--- src/rtl/conv_layer_ctrl.sv ---
// Control FSM for a convolution layer: loads NUM_FIL KERxKER filters, then raster-walks a
// KERxKER window over an IMG_HxIMG_W image, producing addresses, indices and write enables.
module conv_layer_ctrl #(
  parameter int IMG_W   = 16,
  parameter int IMG_H   = 16,
  parameter int KER     = 4,
  parameter int NUM_FIL = 4,
  parameter int STRIDE  = 1,
  parameter int IDX_W   = 32
) (
  input  logic               clk,
  input  logic               rst,
  input  logic               start,
  input  logic               ldBuf,
  output logic [IDX_W-1:0]   memIdx,
  output logic               baseSel,
  output logic [IDX_W-1:0]   idxI,
  output logic [IDX_W-1:0]   idxJ,
  output logic [NUM_FIL-1:0] filWrEn,
  output logic               bufWrEn,
  output logic [IDX_W-1:0]   winRow,
  output logic [IDX_W-1:0]   winCol,
  output logic               ldDone,
  output logic               done
);

  localparam int KK    = KER * KER;
  localparam int OUT_W = (IMG_W - KER) / STRIDE + 1;
  localparam int OUT_H = (IMG_H - KER) / STRIDE + 1;

  typedef enum logic [2:0] {
    S_IDLE,
    S_LOAD_FILTER,
    S_LOAD_BUFFER,
    S_UPDATE,
    S_WAIT,
    S_DONE
  } state_t;

  state_t           state_q, state_d;
  logic [IDX_W-1:0] fil_cnt, row_cnt, col_cnt;
  logic             fil_last, row_last, col_last, win_last;

  assign fil_last = (fil_cnt == IDX_W'(NUM_FIL * KK - 1));
  assign row_last = (row_cnt == IDX_W'(KER - 1));
  assign col_last = (col_cnt == IDX_W'(KER - 1));
  assign win_last = (winRow == IDX_W'(OUT_H - 1)) && (winCol == IDX_W'(OUT_W - 1));

  // NOTE: sequential state uses non-blocking assignments so every flop samples pre-edge values.
  always_ff @(posedge clk or posedge rst) begin
    if (rst) state_q <= S_IDLE;
    else     state_q <= state_d;
  end

  // NOTE: every output gets a default first so no path through the case infers a latch.
  always_comb begin
    state_d = state_q;
    memIdx  = '0;
    baseSel = 1'b0;
    idxI    = '0;
    idxJ    = '0;
    filWrEn = '0;
    bufWrEn = 1'b0;
    ldDone  = 1'b0;
    done    = 1'b0;
    case (state_q)
      S_IDLE: if (start) state_d = S_LOAD_FILTER;
      S_LOAD_FILTER: begin
        memIdx  = fil_cnt;
        filWrEn = NUM_FIL'(1) << (fil_cnt / IDX_W'(KK));
        idxI    = (fil_cnt % IDX_W'(KK)) / IDX_W'(KER);
        idxJ    = fil_cnt % IDX_W'(KER);
        if (fil_last) state_d = S_LOAD_BUFFER;
      end
      S_LOAD_BUFFER: begin
        bufWrEn = 1'b1;
        baseSel = 1'b1;
        idxI    = row_cnt;
        idxJ    = col_cnt;
        memIdx  = (winRow * IDX_W'(STRIDE) + row_cnt) * IDX_W'(IMG_W)
                + winCol * IDX_W'(STRIDE) + col_cnt;
        if (row_last && col_last) state_d = S_UPDATE;
      end
      S_UPDATE: state_d = win_last ? S_DONE : S_WAIT;
      S_WAIT: begin
        ldDone = 1'b1;
        if (ldBuf) state_d = S_LOAD_BUFFER;
      end
      S_DONE: begin
        ldDone = 1'b1;
        done   = 1'b1;
        if (start) state_d = S_LOAD_FILTER;
      end
      default: state_d = S_IDLE;
    endcase
  end

  always_ff @(posedge clk or posedge rst) begin
    if (rst) begin
      fil_cnt <= '0;
      row_cnt <= '0;
      col_cnt <= '0;
      winRow  <= '0;
      winCol  <= '0;
    end else begin
      case (state_q)
        S_IDLE, S_DONE: begin
          if (start) begin
            fil_cnt <= '0;
            row_cnt <= '0;
            col_cnt <= '0;
            winRow  <= '0;
            winCol  <= '0;
          end
        end
        S_LOAD_FILTER: fil_cnt <= fil_last ? '0 : fil_cnt + 1'b1;
        S_LOAD_BUFFER: begin
          if (col_last) begin
            col_cnt <= '0;
            row_cnt <= row_last ? '0 : row_cnt + 1'b1;
          end else begin
            col_cnt <= col_cnt + 1'b1;
          end
        end
        S_UPDATE: begin
          // The final window stays visible in DONE.
          if (!win_last) begin
            if (winCol == IDX_W'(OUT_W - 1)) begin
              winCol <= '0;
              winRow <= winRow + 1'b1;
            end else begin
              winCol <= winCol + 1'b1;
            end
          end
        end
        default: ;
      endcase
    end
  end

endmodule
--- config.mk ---
export PLATFORM = sky130hd
export DESIGN_NAME = conv_layer_ctrl
export DESIGN_NICKNAME = d
export VERILOG_FILES = /design/src/rtl/conv_layer_ctrl.sv
export SDC_FILE = /design/constraint.sdc
export NUM_CORES = 1
export LEC_CHECK = 0
export CAP_MARGIN = 20
export CORE_AREA = 2 2 153 155
export DETAILED_ROUTE_END_ITERATION = 8
export DIE_AREA = 0 0 155 157
export PLACE_DENSITY = 0.82
export SETUP_SLACK_MARGIN = 0.05
export SLEW_MARGIN = 20
export SYNTH_ARGS = -nofsm -noshare
export SYNTH_HDL_FRONTEND = slang
export SYNTH_SLANG_ARGS = --single-unit
--- constraint.sdc ---
create_clock -name clk -period 8.1 [get_ports clk]
set_clock_uncertainty 0.1 [all_clocks]
set_input_delay 0.81 -clock clk [delete_from_list [all_inputs] [get_ports clk]]
set_output_delay 0.81 -clock clk [all_outputs]
set_load 0.1 [all_outputs]
; After elaboration in Yosys (flattened, before gate mapping)
; Index checks and enable logic that the tools add are counted.
; Widths: inputs -> output; s select.
[op_classes]
addsub = 8
eq_ne = 17
shifts = 1
muxes = 27
reduce_logical = 14
[ops]
columns = cell, n
row1 = $pmux 32 s2, 8
row2 = $mux 32, 9
row3 = $add 32x1->32 const B, 5
row4 = $add 32x32->32, 2
row5 = $eq 32x2->1 const B, 2
row6 = $eq 32x4->1 const B, 2
row7 = $eq 32x6->1 const B, 1
row8 = $add 28x28->28, 1
row9 = $shl 1x28->4 const A, 1
row10 = $pmux 3 s5, 1
row11 = $mux 3, 4
row12 = $ne 2x2->1 const B, 6
row13 = $reduce_and 4->1, 2
row14 = $eq 3x2->1 const B, 2
row15 = $eq 3x3->1 const B, 2
row16 = $reduce_and 3->1, 2
row17 = $reduce_bool 2->1, 3
row18 = $mux 1, 4
row19 = $mux 4, 1
row20 = $reduce_and 2->1, 2
row21 = $reduce_or 2->1, 2
row22 = $eq 3x1->1 const B, 1
row23 = $logic_not 3->1, 1
row24 = $logic_and 1x1->1, 2
row25 = $ne 2x1->1 const B, 1
[word_totals]
ff_bits = 163
input_bits = 4
out_inout_bits = 168
word_cells = 73

; Logic depth before layout (Yosys ltp)
; Gate-level depths: netlist of the first run.
[logic_depth]
depth_word = 4
mapped_depth = 22
depth_no_buf = 22

; Worst setup path before layout of the first run
; No wires, ideal clock.
[synth_path]
path_kind = register to output
from = register winRow[0]
to = output port memIdx[26]
arrival_time_ps = 7442
required_time_ps = 7190
slack_ps = -252
stages_incl_launch_ff = 22
n_path_buf = 0
cell_sequence = dfrtp_1 ha_1 fa_1 a211oi_1 o21a_1 o21ai_0 a21oi_1 o21bai_1 nand3_1 nand2_1 a21oi_1 xnor2_1 fa_1 ha_1 or2_2 or3_1 a221o_1 a2111oi_0 o31ai_1 a21oi_1 xor2_1 o21ai_0
[synth_via]
elab_chain_cells = 4
[synth_lines]
columns = item, line_no
row1 = "start, declared", 21  ; output logic [IDX_W-1:0] winRow,
row2 = "start signal, assigned", 130  ; winRow <= winRow + 1'b1;
row3 = $add 28x28->28, 80  ; memIdx = (winRow * IDX_W'(STRIDE) + row_cnt) * IDX_W'(IMG_W)
row4 = $add 32x32->32 (2 in series), 81  ; + winCol * IDX_W'(STRIDE) + col_cnt;
row5 = $pmux 32 s2, 66  ; case (state_q)
row6 = "end, declared", 15  ; output logic [IDX_W-1:0] memIdx,
; No other way between the ends.

; Worst setup path after layout of the first run
[layout_path]
from = register row_cnt[0]
to = output port memIdx[30]
[layout_via]
elab_chain_cells = 4
[layout_lines]
columns = item, line_no
row1 = "start, declared", 41  ; logic [IDX_W-1:0] fil_cnt, row_cnt, col_cnt;
row2 = "start signal, assigned", 120  ; row_cnt <= row_last ? '0 : row_cnt + 1'b1;
row3 = $add 28x28->28, 80
row4 = $add 32x32->32 (2 in series), 81
row5 = $pmux 32 s2, 66
; No other way between the ends.

==> results of run 1 <==
-- cell usage in the layout, fill, tap and decap left out, types with 24 or more instances in the layout --
| master | netlist | routed |
|---|---|---|
| sky130_fd_sc_hd__xor2_1 | 74 | 74 |
| sky130_fd_sc_hd__ha_1 | 68 | 68 |
| sky130_fd_sc_hd__o21ai_0 | 140 | 138 |
| sky130_fd_sc_hd__nand2_1 | 143 | 143 |
| sky130_fd_sc_hd__buf_4 | 1 | 24 |
| sky130_fd_sc_hd__clkdlybuf4s50_1 | 0 | 163 |
| sky130_fd_sc_hd__xnor2_1 | 66 | 66 |
| sky130_fd_sc_hd__nand4_1 | 37 | 37 |
| sky130_fd_sc_hd__nor4_1 | 31 | 31 |
| sky130_fd_sc_hd__a21oi_1 | 62 | 61 |
| sky130_fd_sc_hd__fa_1 | 29 | 29 |
| sky130_fd_sc_hd__dfrtp_1 | 163 | 163 |
| sky130_fd_sc_hd__and3_1 | 89 | 89 |
| sky130_fd_sc_hd__nand3_1 | 73 | 73 |
| sky130_fd_sc_hd__inv_1 | 54 | 53 |
| sky130_fd_sc_hd__nor2_1 | 196 | 195 |
| sky130_fd_sc_hd__o31ai_1 | 31 | 31 |
-- logic make-up after synthesis --
| logic type | Yosys count |
|---|---|
| adders and majority gates | 97 |
| and+or+nand+nor | 680 |
| DFF | 163 |
| xor gates and xnor gates | 140 |
| buffers and inverters | 121 |
| muxes | 2 |
| AOI/OAI and AO/OA | 353 |
-- cell usage after synthesis, drive strengths merged, types with 31 or more instances --
cell	instances
nand3	73
nor4	31
a21oi	62
nand2	143
nor2	196
o31ai	31
inv	54
ha	68
dfrtp	163
nand4	37
xor2	74
clkbuf	56
xnor2	66
and3	89
o21ai	146
-- how the worst max path moves through the flow --
stage | to | cells past startpoint
after floorplan | memIdx[25] | 18
after global placement | memIdx[30] | 22
after detailed placement | memIdx[30] | 22
after CTS | memIdx[30] | 22
after global routing | memIdx[20] | 20
final | memIdx[30] | 22
-- registers in the layout (all words and copies together), names as in the netlist --
register  cells
winCol       32
winRow       32
row_cnt      32
state_q       3
col_cnt      32
fil_cnt      32
-- worst register-to-register path: cells and delay by family, from the launching register on --
kind                   cells  cell delay [ns]
AND/OR/NAND/NOR            6             1.85
buffers and inverters      2             0.66
AO/OA/AOI/OAI              3             0.77
flip-flops                 1             0.55
-- area by class of cell --
type / count / area share (%)
multi-input combinational: 1272 / 53.99
sequential: 163 / 26.58
timing repair buffer: 187 / 11.81
clock buffer: 18 / 2.862
tap: 285 / 2.324
inverter: 55 / 1.378
clock inverter: 14 / 1.060
-- power by group through the flow --
| stage | sequential, mW | clock (mW) | combinational [mW] |
|---|---|---|---|
| CTS | 0.921 | 0.836 | 1.01 |
| global placement | 0.936 | 0 | 0.987 |
| floorplan | 0.972 | 0 | 0.688 |
| detailed placement | 0.937 | 0 | 1.00 |
| finish | 0.924 | 0.835 | 1.02 |
| global route | 0.931 | 0.876 | 1.09 |
-- routing by layer --
| metal | wire (um) | vias to the layer above | part of all wire (%) | global-route usage (%) |
|---|---|---|---|---|
| li1 | - | 5834 | - | - |
| met1 | 17530 | 6152 | 41 | 45.56 |
| met2 | 20110 | 664 | 47 | 58.24 |
| met3 | 3208 | 112 | 7.5 | 6.635 |
| met4 | 1961 | 0 | 4.6 | 16.01 |
| met5 | 0 | - | 0 | 0 |
==> impl_results.html, run 1 <==
<table>
<tr><th>Metric</th><th>Value</th></tr>
<tr><th colspan="2">Logic synthesis</th></tr>
<tr><td>Primary flip-flop cell chosen by synthesis mapping</td><td>sky130_fd_sc_hd__dfrtp_1</td></tr>
<tr><td>#FFs+latches synth</td><td>163</td></tr>
<tr><td>Leading post-synthesis cells by cell area</td><td>sky130_fd_sc_hd__dfrtp_1 32%, sky130_fd_sc_hd__ha_1 6.6%, sky130_fd_sc_hd__nor2_1 5.7%</td></tr>
<tr><td>Post-synthesis adder-cell area fraction</td><td>11.16%</td></tr>
<tr><td>Sequential-to-total area share from yosys stat</td><td>31.81%</td></tr>
<tr><td>Average cell area after synthesis</td><td>8.240 sq um</td></tr>
<tr><td>Share of async-settable or async-resettable flops after synthesis</td><td>100.0%</td></tr>
<tr><td>Synth area leader</td><td>sky130_fd_sc_hd__dfrtp_1</td></tr>
<tr><td>Simple logic cell fraction of the synthesized area</td><td>26.60%</td></tr>
<tr><td>Post-synthesis cell area</td><td>12,820 sq um</td></tr>
<tr><td>Count of warnings emitted by yosys</td><td>0</td></tr>
<tr><td>Post-synthesis mux area share</td><td>0.1561%</td></tr>
<tr><td>Gate count after technology mapping</td><td>1,556</td></tr>
<tr><td>Main combinational cell family by area after synthesis</td><td>simple AND/OR/NAND/NOR gates</td></tr>
<tr><td>EDFF count, synth</td><td>0</td></tr>
<tr><td>Net count after synthesis</td><td>1,657</td></tr>
<tr><td>Number of unique standard cell types used by synthesis</td><td>66</td></tr>
<tr><td>Synth Area in Compound Gates</td><td>17.05%</td></tr>
<tr><td>Area share of the largest cell type after synthesis</td><td>31.81%</td></tr>
<tr><td>Post-synthesis share of cell area spent on xor and xnor gates</td><td>9.564%</td></tr>
<tr><th colspan="2">STA</th></tr>
<tr><td>Minimum hold slack</td><td>0.4375 ns</td></tr>
<tr><td>Tmin final</td><td>7.500 ns</td></tr>
<tr><td>Slew at the pin with the worst max-slew slack</td><td>1.063 ns</td></tr>
<tr><td>Endpoints failing hold</td><td>0</td></tr>
<tr><td>Share of the clock period used by the worst path</td><td>92.60%</td></tr>
<tr><td>Unrepaired setup endpoints after global routing</td><td>no</td></tr>
<tr><td>Max-slew violations</td><td>0</td></tr>
<tr><td>Least setup slack across all paths after layout</td><td>0.5997 ns</td></tr>
<tr><td>Max-Slew Margin vs Limit</td><td>28.89%</td></tr>
<tr><td>Setup TNS Final</td><td>0 ns</td></tr>
<tr><td>Maximum clock rate</td><td>133.3 MHz</td></tr>
<tr><td>Final setup violation count</td><td>0</td></tr>
<tr><th colspan="2">Clocking</th></tr>
<tr><td>Post-cts repair resize count</td><td>0</td></tr>
<tr><td>Clock sink count</td><td>163</td></tr>
<tr><td>TritonCTS clock tree</td><td>yes</td></tr>
<tr><td>Clock transition at the registers of the reported paths</td><td>0.07 ns</td></tr>
<tr><td>Latest clock arrival within the worst-skew pair</td><td>0.44 ns</td></tr>
<tr><td>Number of buffers between clock root and the deepest sink</td><td>2</td></tr>
<tr><td>Post-CTS setup repair buffer count</td><td>0</td></tr>
<tr><td>TritonCTS Buffers</td><td>17</td></tr>
<tr><td>H-tree levels</td><td>4</td></tr>
<tr><td>Hold bufs inserted after CTS</td><td>0</td></tr>
<tr><td>Root Driver</td><td>sky130_fd_sc_hd__clkbuf_16</td></tr>
<tr><th colspan="2">Critical path</th></tr>
<tr><td>Number of buffers and inverters on the critical path</td><td>1</td></tr>
<tr><td>Crit path launch</td><td>row_cnt[0]</td></tr>
<tr><td>CP Data Required Time</td><td>7.19 ns</td></tr>
<tr><td>Critical path's slowest cell</td><td>sky130_fd_sc_hd__a2111oi_0</td></tr>
<tr><td>Reg2reg path depth</td><td>11</td></tr>
<tr><td>FF-to-FF setup slack</td><td>4.08 ns</td></tr>
<tr><td>CP Max Fanout</td><td>6</td></tr>
<tr><td>Chain of cells forming the critical path</td><td>ha_1 &gt; fa_1 &gt; a211oi_1 &gt; o21a_1 &gt; o21ai_0 &gt; a21oi_1 &gt; o21bai_1 &gt; nand3_1 &gt; nand2_1 &gt; a21oi_1 &gt; xnor2_1 &gt; fa_1 &gt; ha_1 &gt; or2_2 &gt; or3_1 &gt; a221o_1 &gt; a2111oi_0 &gt; o31ai_1 &gt; a221oi_1 &gt; mux2i_1 &gt; nand3_1 &gt; buf_4</td></tr>
<tr><td>Sort of element at the start of the critical path</td><td>flip-flop</td></tr>
<tr><td>Crit Reg-Reg Startpoint</td><td>state_q[1]</td></tr>
<tr><td>Data arrival, critical path</td><td>6.59 ns</td></tr>
<tr><td>Top cell family by delay on the critical path</td><td>compound AO/OA/AOI/OAI gates</td></tr>
<tr><td>Kind of critical path</td><td>flip-flop to primary output</td></tr>
<tr><td>Worst reg2reg endpoint</td><td>winCol[26]</td></tr>
<tr><td>Category of the worst setup path capture point</td><td>primary output</td></tr>
<tr><td>CP max stage delay</td><td>0.66 ns</td></tr>
<tr><th colspan="2">Drt</th></tr>
<tr><td>Vias after detailed routing</td><td>12,760</td></tr>
<tr><td>Number of vias per cell after detailed routing</td><td>6.400</td></tr>
<tr><td>DR pass1 iterations</td><td>5</td></tr>
<tr><td>Iter 0 DRT Violations</td><td>1,323</td></tr>
<tr><td>Post-DR wirelength/cell</td><td>21.47 um</td></tr>
<tr><td>DRT antenna net count</td><td>0</td></tr>
<tr><td>DR DRC count</td><td>0</td></tr>
<tr><td>Total length of routed wires</td><td>42.81 mm</td></tr>
<tr><th colspan="2">Power and ir drop</th></tr>
<tr><td>NetSw</td><td>1.267 mW</td></tr>
<tr><td>Internal power component</td><td>1.513 mW</td></tr>
<tr><td>Total chip power</td><td>2.781 mW</td></tr>
<tr><td>Part of the power in combinational logic</td><td>36.8%</td></tr>
<tr><td>Clock network fraction of design power</td><td>30.0%</td></tr>
<tr><td>Pwr Density</td><td>181.2 nW/um^2</td></tr>
<tr><td>Leakage power summed over all cells</td><td>6.907 nW</td></tr>
<tr><td>Sequential cell fraction of total power</td><td>33.2%</td></tr>
<tr><td>Switch share</td><td>45.58%</td></tr>
<tr><td>Worst IR Drop VDD</td><td>0.1601 mV</td></tr>
<tr><th colspan="2">Final layout</th></tr>
<tr><td>Final cell count without fillers</td><td>1,994</td></tr>
<tr><td>Summed area of non-filler cells in the final layout</td><td>15,340 sq um</td></tr>
<tr><td>FF+latch area</td><td>4079 sq um</td></tr>
<tr><td>Antenna diode instance count</td><td>0</td></tr>
<tr><td>Layout Utilization</td><td>68.19%</td></tr>
<tr><td>Fraction of final layout cells with drive strength greater than 1</td><td>4.447%</td></tr>
<tr><td>Number of nets in the final layout</td><td>1,797</td></tr>
<tr><td>Count of fill cells added during filler insertion</td><td>1,861</td></tr>
<tr><td>Area Growth Syn to Fin</td><td>19.68%</td></tr>
<tr><td>Multi-input gate area</td><td>8284 sq um</td></tr>
<tr><th colspan="2">Status</th></tr>
<tr><td>Outcome</td><td>finished, final reports clean</td></tr>
<tr><th colspan="2">Placed design</th></tr>
<tr><td>Placed wire-length estimate after detailed placement</td><td>31.90 mm</td></tr>
<tr><td># placed instances</td><td>1,962</td></tr>
<tr><td>DP Area</td><td>14,740 sq um</td></tr>
<tr><td>Worst setup timing slack at the placement stage</td><td>1.200 ns</td></tr>
<tr><td>Final weighted congestion of routability-driven global placement</td><td>0.9770</td></tr>
<tr><td>Buffers on Ports</td><td>171</td></tr>
<tr><th colspan="2">Global route</th></tr>
<tr><td>Largest net degree at the start of global routing</td><td>92</td></tr>
<tr><td>Total congestion overflow after global routing</td><td>0</td></tr>
<tr><td>Via count of the first global-routing pass</td><td>12,040</td></tr>
<tr><td>GRT Resource Usage Total</td><td>35.39%</td></tr>
<tr><td>Number of antenna violations at the first check in global routing</td><td>0</td></tr>
<tr><td>Global-route wire length before repair</td><td>67.43 mm</td></tr>
<tr><th colspan="2">Die</th></tr>
<tr><td>Die ar.</td><td>24,340 sq um</td></tr>
<tr><td>Placement row count</td><td>55</td></tr>
<tr><td>Vertical die dimension</td><td>157 um</td></tr>
<tr><td>Core region area</td><td>22,500 sq um</td></tr>
<tr><td>Initial Util</td><td>56.98%</td></tr>
<tr><td>IO Pins</td><td>172</td></tr>
<tr><td>Die outline width</td><td>155 um</td></tr>
<tr><th colspan="2">Run</th></tr>
<tr><td>Number of violations of the max-capacitance limit</td><td>0</td></tr>
<tr><th colspan="2">Hold path</th></tr>
<tr><td>End point of the worst hold path</td><td>col_cnt[6]</td></tr>
<tr><td>Hold crit path type</td><td>flip-flop to flip-flop</td></tr>
<tr><td>Source of the worst hold timing path</td><td>col_cnt[6]</td></tr>
<tr><td>Hold depth</td><td>1</td></tr>
</table>
Note: power is estimated with default switching activity, not from simulation.
==> run 2, diff against run 1 <==
--- a/config.mk
+++ b/config.mk
@@ -5,11 +5,12 @@
 export SDC_FILE = /design/constraint.sdc
 export NUM_CORES = 1
 export LEC_CHECK = 0
+export ABC_CLOCK_PERIOD_IN_PS = 6540
 export CAP_MARGIN = 20
-export CORE_AREA = 2 2 153 155
+export CORE_AREA = 2 2 162 164
 export DETAILED_ROUTE_END_ITERATION = 8
-export DIE_AREA = 0 0 155 157
-export PLACE_DENSITY = 0.82
+export DIE_AREA = 0 0 164 166
+export PLACE_DENSITY = 0.77
 export SETUP_SLACK_MARGIN = 0.05
 export SLEW_MARGIN = 20
 export SYNTH_ARGS = -nofsm -noshare
==> constraint.sdc (replaced) <==
create_clock -name clk -period 6.54 [get_ports clk]
set_clock_uncertainty 0.1 [all_clocks]
set_input_delay 0.654 -clock clk [delete_from_list [all_inputs] [get_ports clk]]
set_output_delay 0.654 -clock clk [all_outputs]
set_load 0.1 [all_outputs]
==> impl_results.html, run 2 (same netlist as run 1, synthesis figures left out) <==
<table>
<tr><th>Metric</th><th>Value</th></tr>
<tr><th colspan="2">Critical path</th></tr>
<tr><td>Number of buffers and inverters on the critical path</td><td>2</td></tr>
<tr><td>CP Data Required Time</td><td>5.79 ns</td></tr>
<tr><td>Sort of element at the start of the critical path</td><td>flip-flop</td></tr>
<tr><td>Worst reg2reg endpoint</td><td>state_q[1]</td></tr>
<tr><td>Cell mode on critical path</td><td>sky130_fd_sc_hd__ha_4</td></tr>
<tr><td>Count of cell instances traversed by the critical path</td><td>23</td></tr>
<tr><td>Kind of critical path</td><td>flip-flop to primary output</td></tr>
<tr><td>Data arrival, critical path</td><td>5.73 ns</td></tr>
<tr><td>Critical path's slowest cell</td><td>sky130_fd_sc_hd__fa_1</td></tr>
<tr><td>Reg2reg path depth</td><td>10</td></tr>
<tr><td>CP max stage delay</td><td>0.49 ns</td></tr>
<tr><td>CP Max Fanout</td><td>4</td></tr>
<tr><td>Crit path launch</td><td>winRow[0]</td></tr>
<tr><td>FF-to-FF setup slack</td><td>2.47 ns</td></tr>
<tr><td>Crit Reg-Reg Startpoint</td><td>state_q[0]</td></tr>
<tr><td>Chain of cells forming the critical path</td><td>ha_4 &gt; fa_2 &gt; a211oi_2 &gt; o21a_1 &gt; o21ai_1 &gt; a21oi_1 &gt; o21bai_1 &gt; nand3_1 &gt; nand2_1 &gt; a21oi_2 &gt; xnor2_2 &gt; fa_1 &gt; ha_4 &gt; or2_4 &gt; or3_1 &gt; a221o_1 &gt; a2111oi_4 &gt; buf_4 &gt; o31ai_4 &gt; a221oi_2 &gt; mux2i_1 &gt; nand3_4 &gt; buf_12</td></tr>
<tr><td>Worst setup endpoint</td><td>memIdx[30]</td></tr>
<tr><td>Top cell family by delay on the critical path</td><td>compound AO/OA/AOI/OAI gates</td></tr>
<tr><td>Category of the worst setup path capture point</td><td>primary output</td></tr>
<tr><th colspan="2">Clocking</th></tr>
<tr><td>Number of buffers between clock root and the deepest sink</td><td>2</td></tr>
<tr><td>H-tree levels</td><td>4</td></tr>
<tr><td>TritonCTS clock tree</td><td>yes</td></tr>
<tr><td>Clock transition at the registers of the reported paths</td><td>0.08 ns</td></tr>
<tr><td>Clock sink count</td><td>163</td></tr>
<tr><td>TritonCTS Buffers</td><td>17</td></tr>
<tr><td>Latest clock arrival within the worst-skew pair</td><td>0.45 ns</td></tr>
<tr><td>Root Driver</td><td>sky130_fd_sc_hd__clkbuf_16</td></tr>
<tr><th colspan="2">Global route</th></tr>
<tr><td>Global-route wire length before repair</td><td>66.58 mm</td></tr>
<tr><td>Number of antenna violations at the first check in global routing</td><td>0</td></tr>
<tr><td>Total congestion overflow after global routing</td><td>0</td></tr>
<tr><td>GRT Resource Usage Total</td><td>31.08%</td></tr>
<tr><td>Largest net degree at the start of global routing</td><td>116</td></tr>
<tr><td>Via count of the first global-routing pass</td><td>12,020</td></tr>
<tr><th colspan="2">Drt</th></tr>
<tr><td>DRT antenna net count</td><td>0</td></tr>
<tr><td>Iter 0 DRT Violations</td><td>1,429</td></tr>
<tr><td>Vias after detailed routing</td><td>12,830</td></tr>
<tr><td>Uppermost layer routed</td><td>met4</td></tr>
<tr><td>Wire length on met2</td><td>19.61 mm</td></tr>
<tr><td>DR DRC count</td><td>0</td></tr>
<tr><td>Met1 wire length</td><td>18.01 mm</td></tr>
<tr><td>Total length of routed wires</td><td>42.89 mm</td></tr>
<tr><td>Number of vias per cell after detailed routing</td><td>6.217</td></tr>
<tr><td>Post-DR wirelength/cell</td><td>20.79 um</td></tr>
<tr><td>Met3 routed wirelength</td><td>3.061 mm</td></tr>
<tr><td>DR pass1 iterations</td><td>6</td></tr>
<tr><th colspan="2">STA</th></tr>
<tr><td>Setup TNS Final</td><td>0 ns</td></tr>
<tr><td>Unrepaired setup endpoints after global routing</td><td>yes</td></tr>
<tr><td>Max-slew violations</td><td>0</td></tr>
<tr><td>Maximum clock rate</td><td>154.2 MHz</td></tr>
<tr><td>Max-Slew Margin vs Limit</td><td>31.40%</td></tr>
<tr><td>Endpoints failing hold</td><td>0</td></tr>
<tr><td>Share of the clock period used by the worst path</td><td>99.17%</td></tr>
<tr><td>Minimum hold slack</td><td>0.4324 ns</td></tr>
<tr><td>Final setup violation count</td><td>0</td></tr>
<tr><td>Slew at the pin with the worst max-slew slack</td><td>1.026 ns</td></tr>
<tr><td>Least setup slack across all paths after layout</td><td>0.05440 ns</td></tr>
<tr><td>Tmin final</td><td>6.486 ns</td></tr>
<tr><th colspan="2">Placed design</th></tr>
<tr><td># placed instances</td><td>2,019</td></tr>
<tr><td>Worst setup timing slack at the placement stage</td><td>0.01308 ns</td></tr>
<tr><td>DP Area</td><td>14,990 sq um</td></tr>
<tr><td>Buffers on Ports</td><td>171</td></tr>
<tr><td>Placed wire-length estimate after detailed placement</td><td>30.86 mm</td></tr>
<tr><td>Final weighted congestion of routability-driven global placement</td><td>0.9977</td></tr>
<tr><th colspan="2">Final layout</th></tr>
<tr><td>Most frequent standard cell in the layout excluding fill and tap cells</td><td>sky130_fd_sc_hd__nor2_1</td></tr>
<tr><td>Fraction of final layout cells with drive strength greater than 1</td><td>9.549%</td></tr>
<tr><td>Final cell count without fillers</td><td>2,063</td></tr>
<tr><td>Count of fill cells added during filler insertion</td><td>2,150</td></tr>
<tr><td>Summed area of non-filler cells in the final layout</td><td>15,950 sq um</td></tr>
<tr><td>Antenna diode instance count</td><td>0</td></tr>
<tr><td>FF+latch area</td><td>4089 sq um</td></tr>
<tr><td>Multi-input gate area</td><td>8589 sq um</td></tr>
<tr><td>Number of nets in the final layout</td><td>1,816</td></tr>
<tr><td>Area Growth Syn to Fin</td><td>24.41%</td></tr>
<tr><td>Most frequent cells in the layout</td><td>194 x sky130_fd_sc_hd__nor2_1, 155 x sky130_fd_sc_hd__dfrtp_1, 143 x sky130_fd_sc_hd__nand2_1</td></tr>
<tr><th colspan="2">Hold path</th></tr>
<tr><td>Source of the worst hold timing path</td><td>col_cnt[6]</td></tr>
<tr><td>Hold crit path type</td><td>flip-flop to flip-flop</td></tr>
<tr><th colspan="2">Power and ir drop</th></tr>
<tr><td>Internal power component</td><td>1.887 mW</td></tr>
<tr><td>Sequential cell fraction of total power</td><td>32.5%</td></tr>
<tr><td>Leakage power summed over all cells</td><td>7.076 nW</td></tr>
<tr><td>Clock network fraction of design power</td><td>30.0%</td></tr>
<tr><td>Worst IR Drop VDD</td><td>0.3400 mV</td></tr>
<tr><td>Pwr Density</td><td>218.8 nW/um^2</td></tr>
<tr><td>NetSw</td><td>1.603 mW</td></tr>
<tr><td>Switch share</td><td>45.93%</td></tr>
<tr><td>Part of the power in combinational logic</td><td>37.6%</td></tr>
<tr><th colspan="2">Status</th></tr>
<tr><td>Outcome</td><td>finished, final reports clean</td></tr>
<tr><th colspan="2">Die</th></tr>
<tr><td>Vertical die dimension</td><td>166 um</td></tr>
<tr><td>Die outline width</td><td>164 um</td></tr>
<tr><td>Placement row count</td><td>59</td></tr>
<tr><td>IO Pins</td><td>172</td></tr>
<tr><td>Initial Util</td><td>50.05%</td></tr>
<tr><td>Core region area</td><td>25,620 sq um</td></tr>
<tr><td>Die ar.</td><td>27,220 sq um</td></tr>
<tr><th colspan="2">Run</th></tr>
<tr><td>Number of violations of the max-capacitance limit</td><td>0</td></tr>
</table>
-- run 2: cell count changes in the layout (fill, tap and decap cells not counted), sizes merged --
cell / change
clkdlybuf4s50: -21
clkinv: +1
buf: +40
clkbuf: -1
-- run 2: layer usage --
layer / vias to the layer above / global-route usage [%]
li1: 5890 / -
met1: 6163 / 42.62
met2: 656 / 48.23
met3: 116 / 4.471
met4: 0 / 15.06
met5: - / 0
-- run 2: power by group through the flow --
| stage | clock (mW) | sequential [mW] | combinational [mW] |
|---|---|---|---|
| floorplan | 0 | 1.21 | 0.858 |
| global placement | 0 | 1.14 | 1.26 |
| detailed placement | 0 | 1.15 | 1.28 |
| CTS | 1.05 | 1.13 | 1.29 |
| global route | 1.10 | 1.14 | 1.41 |
| finish | 1.05 | 1.13 | 1.31 |
-- run 2: what timing repair did --
item	in CTS	in global routing
setup buffers	4	8
pin swaps	13	21
cloned	0	0
resized for setup	12	40
hold buffers	0	0
endpoints found under the setup margin	6	10
-- run 2: cell type report --
type | instances | area share, %
tap | 335 | 2.628
clock buffer | 17 | 2.667
clock inverter | 15 | 1.169
multi-input combinational | 1272 | 53.85
timing repair buffer | 206 | 12.71
inverter | 55 | 1.341
sequential | 163 | 25.64
-- run 2: worst min path at each step --
| stage | to | slack [ns] | cells past startpoint |
|---|---|---|---|
| global route | col_cnt[6] | 0.47 | 1 |
| global placement | col_cnt[30] | 0.43 | 2 |
| detailed placement | col_cnt[6] | 0.42 | 1 |
| finish | col_cnt[6] | 0.43 | 1 |
| floorplan | fil_cnt[28] | 0.38 | 1 |
| CTS | col_cnt[6] | 0.44 | 1 |
-- run 2: worst reg2reg max path, cell delays in order (launching register included) --
cell,delay (ns)
sky130_fd_sc_hd__dfrtp_1,0.58
sky130_fd_sc_hd__nor2_2,0.06
sky130_fd_sc_hd__buf_4,0.27
sky130_fd_sc_hd__nand2_1,0.29
sky130_fd_sc_hd__buf_4,0.43
sky130_fd_sc_hd__clkinv_1,0.80
sky130_fd_sc_hd__o21ai_0,0.72
sky130_fd_sc_hd__o2111a_1,0.39
sky130_fd_sc_hd__nand3_1,0.09
sky130_fd_sc_hd__o21a_1,0.13
sky130_fd_sc_hd__o22ai_1,0.14
-- run 2: metrics by stage --
stage / utilization, % / power, mW
final: 62.27 / 3.490
after global routing: 62.27 / 3.643
after CTS: 61.25 / 3.472
after detailed placement: 58.53 / 2.423
after global placement: 58.53 / 2.400
after floorplan: - / 2.063
